**config.mk**
```make
export PLATFORM = sky130hd
export DESIGN_NAME = cfg_vpd_initiator
export DESIGN_NICKNAME = d
export VERILOG_FILES = /design/src/rtl/cfg_vpd_pkg.sv /design/src/rtl/cfg_vpd_initiator.sv
export SDC_FILE = /design/constraint.sdc
export NUM_CORES = 1
export LEC_CHECK = 0
export CELL_PAD_IN_SITES_DETAIL_PLACEMENT = 1
export CELL_PAD_IN_SITES_GLOBAL_PLACEMENT = 1
export CORE_MARGIN = 1.5
export CORE_UTILIZATION = 29
export CTS_CLUSTER_DIAMETER = 60
export DETAILED_ROUTE_END_ITERATION = 16
export MAX_ROUTING_LAYER = met4
export PLACE_DENSITY = 0.87
export SLEW_MARGIN = 20
export SYNTH_ARGS = -nofsm -noshare
export SYNTH_HDL_FRONTEND = slang
export SYNTH_SLANG_ARGS = --single-unit
```
**constraint.sdc**
```tcl
create_clock -name clock_afu -period 4.95 [get_ports clock_afu]
set_input_delay 0.495 -clock clock_afu [delete_from_list [all_inputs] [get_ports clock_afu]]
set_output_delay 0.495 -clock clock_afu [all_outputs]
set_load 0.01 [all_outputs]
```
**src/rtl/cfg_vpd_pkg.sv**
```systemverilog
// Shared definitions for the VPD capability access initiator: FSM states,
// sticky status bit positions and the fill value loaded on a read timeout.
package cfg_vpd_pkg;

    typedef enum logic [1:0] {
        ST_IDLE  = 2'd0,
        ST_READ  = 2'd1,
        ST_WRITE = 2'd2
    } vpd_state_e;

    localparam int STAT_TIMEOUT  = 0;
    localparam int STAT_UNIMPL   = 1;
    localparam int STAT_DROPPED  = 2;
    localparam int STAT_SPURIOUS = 3;

    localparam logic [31:0] TIMEOUT_FILL = 32'hFFFF_FFFF;

endpackage

```
**src/rtl/cfg_vpd_initiator.sv**
```systemverilog
// VPD capability initiator: turns host address/flag writes into a held read or
// write request toward the VPD responder, with timeout and sticky error status.
module cfg_vpd_initiator
    import cfg_vpd_pkg::*;
#(
    parameter int TIMEOUT_CYCLES = 4096
) (
    input  logic        clock_afu,
    input  logic        reset_afu_n,
    input  logic        cap_vpd_addr_we,
    input  logic [15:0] cap_vpd_addr_wdata,
    input  logic        cap_vpd_data_we,
    input  logic [31:0] cap_vpd_data_wdata,
    output logic [15:0] cap_vpd_addr_rdata,
    output logic [31:0] cap_vpd_data_rdata,
    input  logic        cap_vpd_err_clear,
    output logic        vpd_busy,
    output logic [3:0]  vpd_status,
    output logic [14:0] cfg_vpd_addr,
    output logic        cfg_vpd_wren,
    output logic [31:0] cfg_vpd_wdata,
    output logic        cfg_vpd_rden,
    input  logic [31:0] vpd_cfg_rdata,
    input  logic        vpd_cfg_done,
    input  logic        vpd_err_unimplemented_addr
);

    localparam int              CNT_W    = $clog2(TIMEOUT_CYCLES + 1);
    localparam logic [CNT_W-1:0] CNT_ZERO = {CNT_W{1'b0}};
    localparam logic [CNT_W-1:0] CNT_ONE  = CNT_W'(1'b1);
    // Abort on the edge that would close the TIMEOUT_CYCLES-th request cycle.
    localparam logic [CNT_W-1:0] CNT_LAST = CNT_W'(TIMEOUT_CYCLES - 1);

    vpd_state_e       state_r, state_s;
    logic             flag_r, flag_s;
    logic [14:0]      addr_r, addr_s;
    logic [31:0]      data_r, data_s;
    logic [CNT_W-1:0] cnt_r, cnt_s;
    logic [3:0]       status_r, status_s, set_s;
    logic             rden_r, rden_s;
    logic             wren_r, wren_s;

    // Next-state, datapath and status update for the access FSM.
    always_comb begin
        state_s = state_r;
        flag_s  = flag_r;
        addr_s  = addr_r;
        data_s  = data_r;
        cnt_s   = cnt_r;
        rden_s  = rden_r;
        wren_s  = wren_r;
        set_s   = 4'b0000;

        case (state_r)
            ST_IDLE: begin
                cnt_s                = CNT_ZERO;
                rden_s               = 1'b0;
                wren_s               = 1'b0;
                set_s[STAT_SPURIOUS] = vpd_cfg_done;
                if (cap_vpd_data_we) begin
                    data_s = cap_vpd_data_wdata;
                end else begin
                    data_s = data_r;
                end
                if (cap_vpd_addr_we) begin
                    addr_s = cap_vpd_addr_wdata[14:0];
                    flag_s = cap_vpd_addr_wdata[15];
                    if (cap_vpd_addr_wdata[15]) begin
                        state_s = ST_WRITE;
                        wren_s  = 1'b1;
                    end else begin
                        state_s = ST_READ;
                        rden_s  = 1'b1;
                    end
                end else begin
                    state_s = ST_IDLE;
                end
            end
            ST_READ, ST_WRITE: begin
                set_s[STAT_DROPPED] = cap_vpd_addr_we | cap_vpd_data_we;
                // A done on the timeout edge still counts as a normal completion.
                if (vpd_cfg_done) begin
                    state_s            = ST_IDLE;
                    rden_s             = 1'b0;
                    wren_s             = 1'b0;
                    flag_s             = (state_r == ST_READ);
                    set_s[STAT_UNIMPL] = vpd_err_unimplemented_addr;
                    if (state_r == ST_READ) begin
                        data_s = vpd_cfg_rdata;
                    end else begin
                        data_s = data_r;
                    end
                end else if (cnt_r == CNT_LAST) begin
                    state_s             = ST_IDLE;
                    rden_s              = 1'b0;
                    wren_s              = 1'b0;
                    flag_s              = (state_r == ST_READ);
                    set_s[STAT_TIMEOUT] = 1'b1;
                    if (state_r == ST_READ) begin
                        data_s = TIMEOUT_FILL;
                    end else begin
                        data_s = data_r;
                    end
                end else begin
                    cnt_s = cnt_r + CNT_ONE;
                end
            end
            default: begin
                state_s = ST_IDLE;
                rden_s  = 1'b0;
                wren_s  = 1'b0;
                cnt_s   = CNT_ZERO;
            end
        endcase

        if (cap_vpd_err_clear) begin
            status_s = set_s;
        end else begin
            status_s = status_r | set_s;
        end
    end

    // State and datapath registers with synchronous active-low reset.
    always_ff @(posedge clock_afu) begin
        if (!reset_afu_n) begin
            state_r  <= ST_IDLE;
            flag_r   <= 1'b0;
            addr_r   <= 15'h0000;
            data_r   <= 32'h0000_0000;
            cnt_r    <= CNT_ZERO;
            status_r <= 4'b0000;
            rden_r   <= 1'b0;
            wren_r   <= 1'b0;
        end else begin
            state_r  <= state_s;
            flag_r   <= flag_s;
            addr_r   <= addr_s;
            data_r   <= data_s;
            cnt_r    <= cnt_s;
            status_r <= status_s;
            rden_r   <= rden_s;
            wren_r   <= wren_s;
        end
    end

    // Address and data only change in IDLE, so both are stable for an access.
    assign cfg_vpd_addr       = addr_r;
    assign cfg_vpd_wdata      = data_r;
    assign cfg_vpd_rden       = rden_r;
    assign cfg_vpd_wren       = wren_r;
    assign vpd_busy           = (state_r != ST_IDLE);
    assign vpd_status         = status_r;
    assign cap_vpd_addr_rdata = {flag_r, addr_r};
    assign cap_vpd_data_rdata = data_r;

endmodule

```
==> results.json <==
{
  "status": "completed",
  "synth-edff-count": 0,
  "ctsHoldBuffers": 0,
  "rows": 38,
  "start_util_pct": 30.23,
  "numCtsBuffers": 9,
  "power.leakage_nw": 1.926,
  "power.total_mw": 1.606,
  "cp_max_fo": 32,
  "finalWeightedCongestion": 0.8882,
  "die_y_um": 110.0,
  "rsz0062_at_grt": "no",
  "hold-worst-slack_ps": 464.4,
  "grt_usage_pct": 19.29,
  "synth_top_family_by_area": "compound AO/OA/AOI/OAI gates",
  "finalCriticalPeriod_ps": 2577,
  "htree_levels": 3,
  "fmax_mhz": 388.1,
  "cts.sinks": 67,
  "cp.required_ps": 5180,
  "clk_pin_slew_worst_paths_ps": 60,
  "setup_violations": 0,
  "crit_type": "reg -> reg",
  "io_buffers": 188,
  "min_path_type": "reg -> reg",
  "synthXorXnorAreaFrac_pct": 0.5275,
  "drc": 0,
  "netlist_area_um2": 3321,
  "critical_path.cell_chain": "inv_1 -> ha_1 -> a221o_2 -> mux2i_1",
  "maxSlewViolCount": 0,
  "antenna_cells": 0,
  "clock_skew_ps": 10.30,
  "fin_setup_tns_ps": 0,
  "post_cts_resized": 0,
  "min_period_over_period_pct": 52.05,
  "ys.flop_type": "dfxtp_1",
  "arrival_ps": 2810,
  "drive_gt1_share_pct": 4.697,
  "slowest_delay_ps": 1000,
  "yosysSeqAreaShare_pct": 40.39,
  "whs_path_depth": 2,
  "dp_hpwl_um": 8715,
  "design.die.area_um2": 12100,
  "hold_viol": 0,
  "cap_violations": 0,
  "nets": 597,
  "drt-pass1-iter-count": 4,
  "synthArstFlopShare_pct": 0,
  "die_x_um": 110.0,
  "synth_nets": 470,
  "syn_area_per_cell_um2": 8.762,
  "ioPinCount": 189,
  "power.density_nw_per_um2": 309.7,
  "worst_pin_slew_ps": 1051,
  "synth_adder_area_share_pct": 1.507,
  "vias": 3374,
  "drt_iter0_drc": 137,
  "grt_pass1_wl_um": 17620,
  "startpoint_type": "register",
  "ant_nets": 0,
  "wl_per_cell_um": 18.01,
  "yosysWarnings": 0,
  "insertion_delay_ps": 320,
  "grt_max_degree": 36,
  "muxShareOfSynthArea_pct": 10.29,
  "wl_um": 11720,
  "globalRouteOverflowTotal": 0,
  "relSlewSlack_pct": 29.90,
  "core_area_um2": 10980,
  "syn_inst": 379,
  "drt-vias-per-instance": 5.183,
  "synthSimpleGateAreaFrac_pct": 14.88,
  "cp-end-kind": "register",
  "fillers": 1235,
  "peakVddDrop_mv": 0.1787,
  "cts_tree": "yes",
  "synth-compound-area-share_pct": 16.69,
  "cp_slowest_cell": "a221o_2",
  "clock_path_buffers": 2,
  "cts_setup_buffers": 0,
  "yosysUniqueCellTypes": 37,
  "root_buffer": "clkbuf_16",
  "antenna_found_initial": 0,
  "area_delta_synth_final_pct": 56.10,
  "yosys_register_bits": 67,
  "rr_worst_depth": 4,
  "grt_pass1_vias": 3392
}
[critical path, delay by kind of cell, from the launching register on]
family	cells	cell delay [ps]
mux	1	290
buf+inv	1	80
compound gates	1	1000
fa+ha+maj	1	710
flops	1	380
[stage by stage]
step	worst slack, ps	instance area, um2	util (%)	instances
final	2373	5184	47.20	651
after global routing	2121	5184	47.20	651
after CTS	2343	5184	47.20	651
after detailed placement	2123	4903	44.65	635
after global placement	2168	4901	44.62	635
after floorplan	2980	3321	-	379
[cell usage after synthesis, types with 2 or more instances]
cell type | instances | area share (%)
nand2_1 | 76 | 8.6
dfxtp_1 | 67 | 40
buf_4 | 48 | 11
mux2i_1 | 33 | 9.9
o221ai_1 | 32 | 8.4
a21oi_1 | 28 | 4.2
clkbuf_1 | 21 | 2.4
inv_1 | 9 | 1.0
o21ai_0 | 8 | 1.2
nor2_1 | 7 | 0.79
or3_1 | 6 | 1.1
nand3_1 | 5 | 0.75
buf_6 | 4 | 1.4
ha_1 | 4 | 1.5
nand4_1 | 3 | 0.57
a22oi_1 | 2 | 0.45
and3_1 | 2 | 0.38
nand4_2 | 2 | 0.75
nor3_1 | 2 | 0.30
o31ai_1 | 2 | 0.45
or4_1 | 2 | 0.45
[state kept, by name, summed over array words and instances (netlist names)]
| signal | flops |
|---|---|
| cfg_vpd_addr | 15 |
| cfg_vpd_rden | 1 |
| state_r | 1 |
| cnt_r | 13 |
| cap_vpd_data_rdata | 32 |
| vpd_status | 4 |
| flag_r | 1 |
[final cells by class]
cell class                      count  area [um2]  area share [%]
Clock inverter                      6       41.29          0.7965
Sequential cell                    67        1341           25.88
Tap cell                          140       175.2           3.379
Multi-Input combinational cell    229        1461           28.19
Inverter                            9       33.78          0.6517
Timing Repair Buffer              190        1892           36.50
Clock buffer                       10       239.0           4.610
[cell usage in the layout, fill, tap and decap left out, types with 6 or more instances in the layout]
master,netlist,layout
mux2i_1,33,33
clkbuf_16,0,9
nand2_1,76,75
inv_1,9,9
dfxtp_1,67,67
clkdlybuf4s50_1,0,187
a21oi_1,28,28
o221ai_1,32,32
or3_1,6,6
nor2_1,7,7
o21ai_0,8,8
[final timing paths]
check                                   start                endpoint  slack (ps)
worst min-delay path            vpd_status[0]           vpd_status[0]         460
worst max-delay path               state_r[1]  cap_vpd_data_rdata[27]        2370
worst max register to register     state_r[1]  cap_vpd_data_rdata[27]        2370
worst min register to register  vpd_status[0]           vpd_status[0]         460
[report_power, final]
group / internal [mW] / leakage (nW) / total [mW] / switching [mW]
clock: 0.351 / 0.130 / 0.592 / 0.240
combinational: 0.233 / 1.25 / 0.397 / 0.165
sequential: 0.580 / 0.549 / 0.617 / 0.0361
[logic make-up (layout without fill, tap and decap cells)]
logic type / after synthesis / count (layout)
compound gates: 79 / 79
xor+xnor: 2 / 2
fa+ha+maj: 4 / 4
buf+inv: 83 / 215
flops: 67 / 67
mux: 34 / 34
simple gates: 110 / 110
[metal layers]
metal  vias to the layer above  part of all wire [%]  GRT usage (%)
met3                        23                   7.0          4.115
met1                      1638                    40          21.73
met4                         0                   2.5          7.050
met2                       157                    51          33.58
li1                       1556                     -              -
met5                         -                     0              -
(Power assumes the default switching activity.)
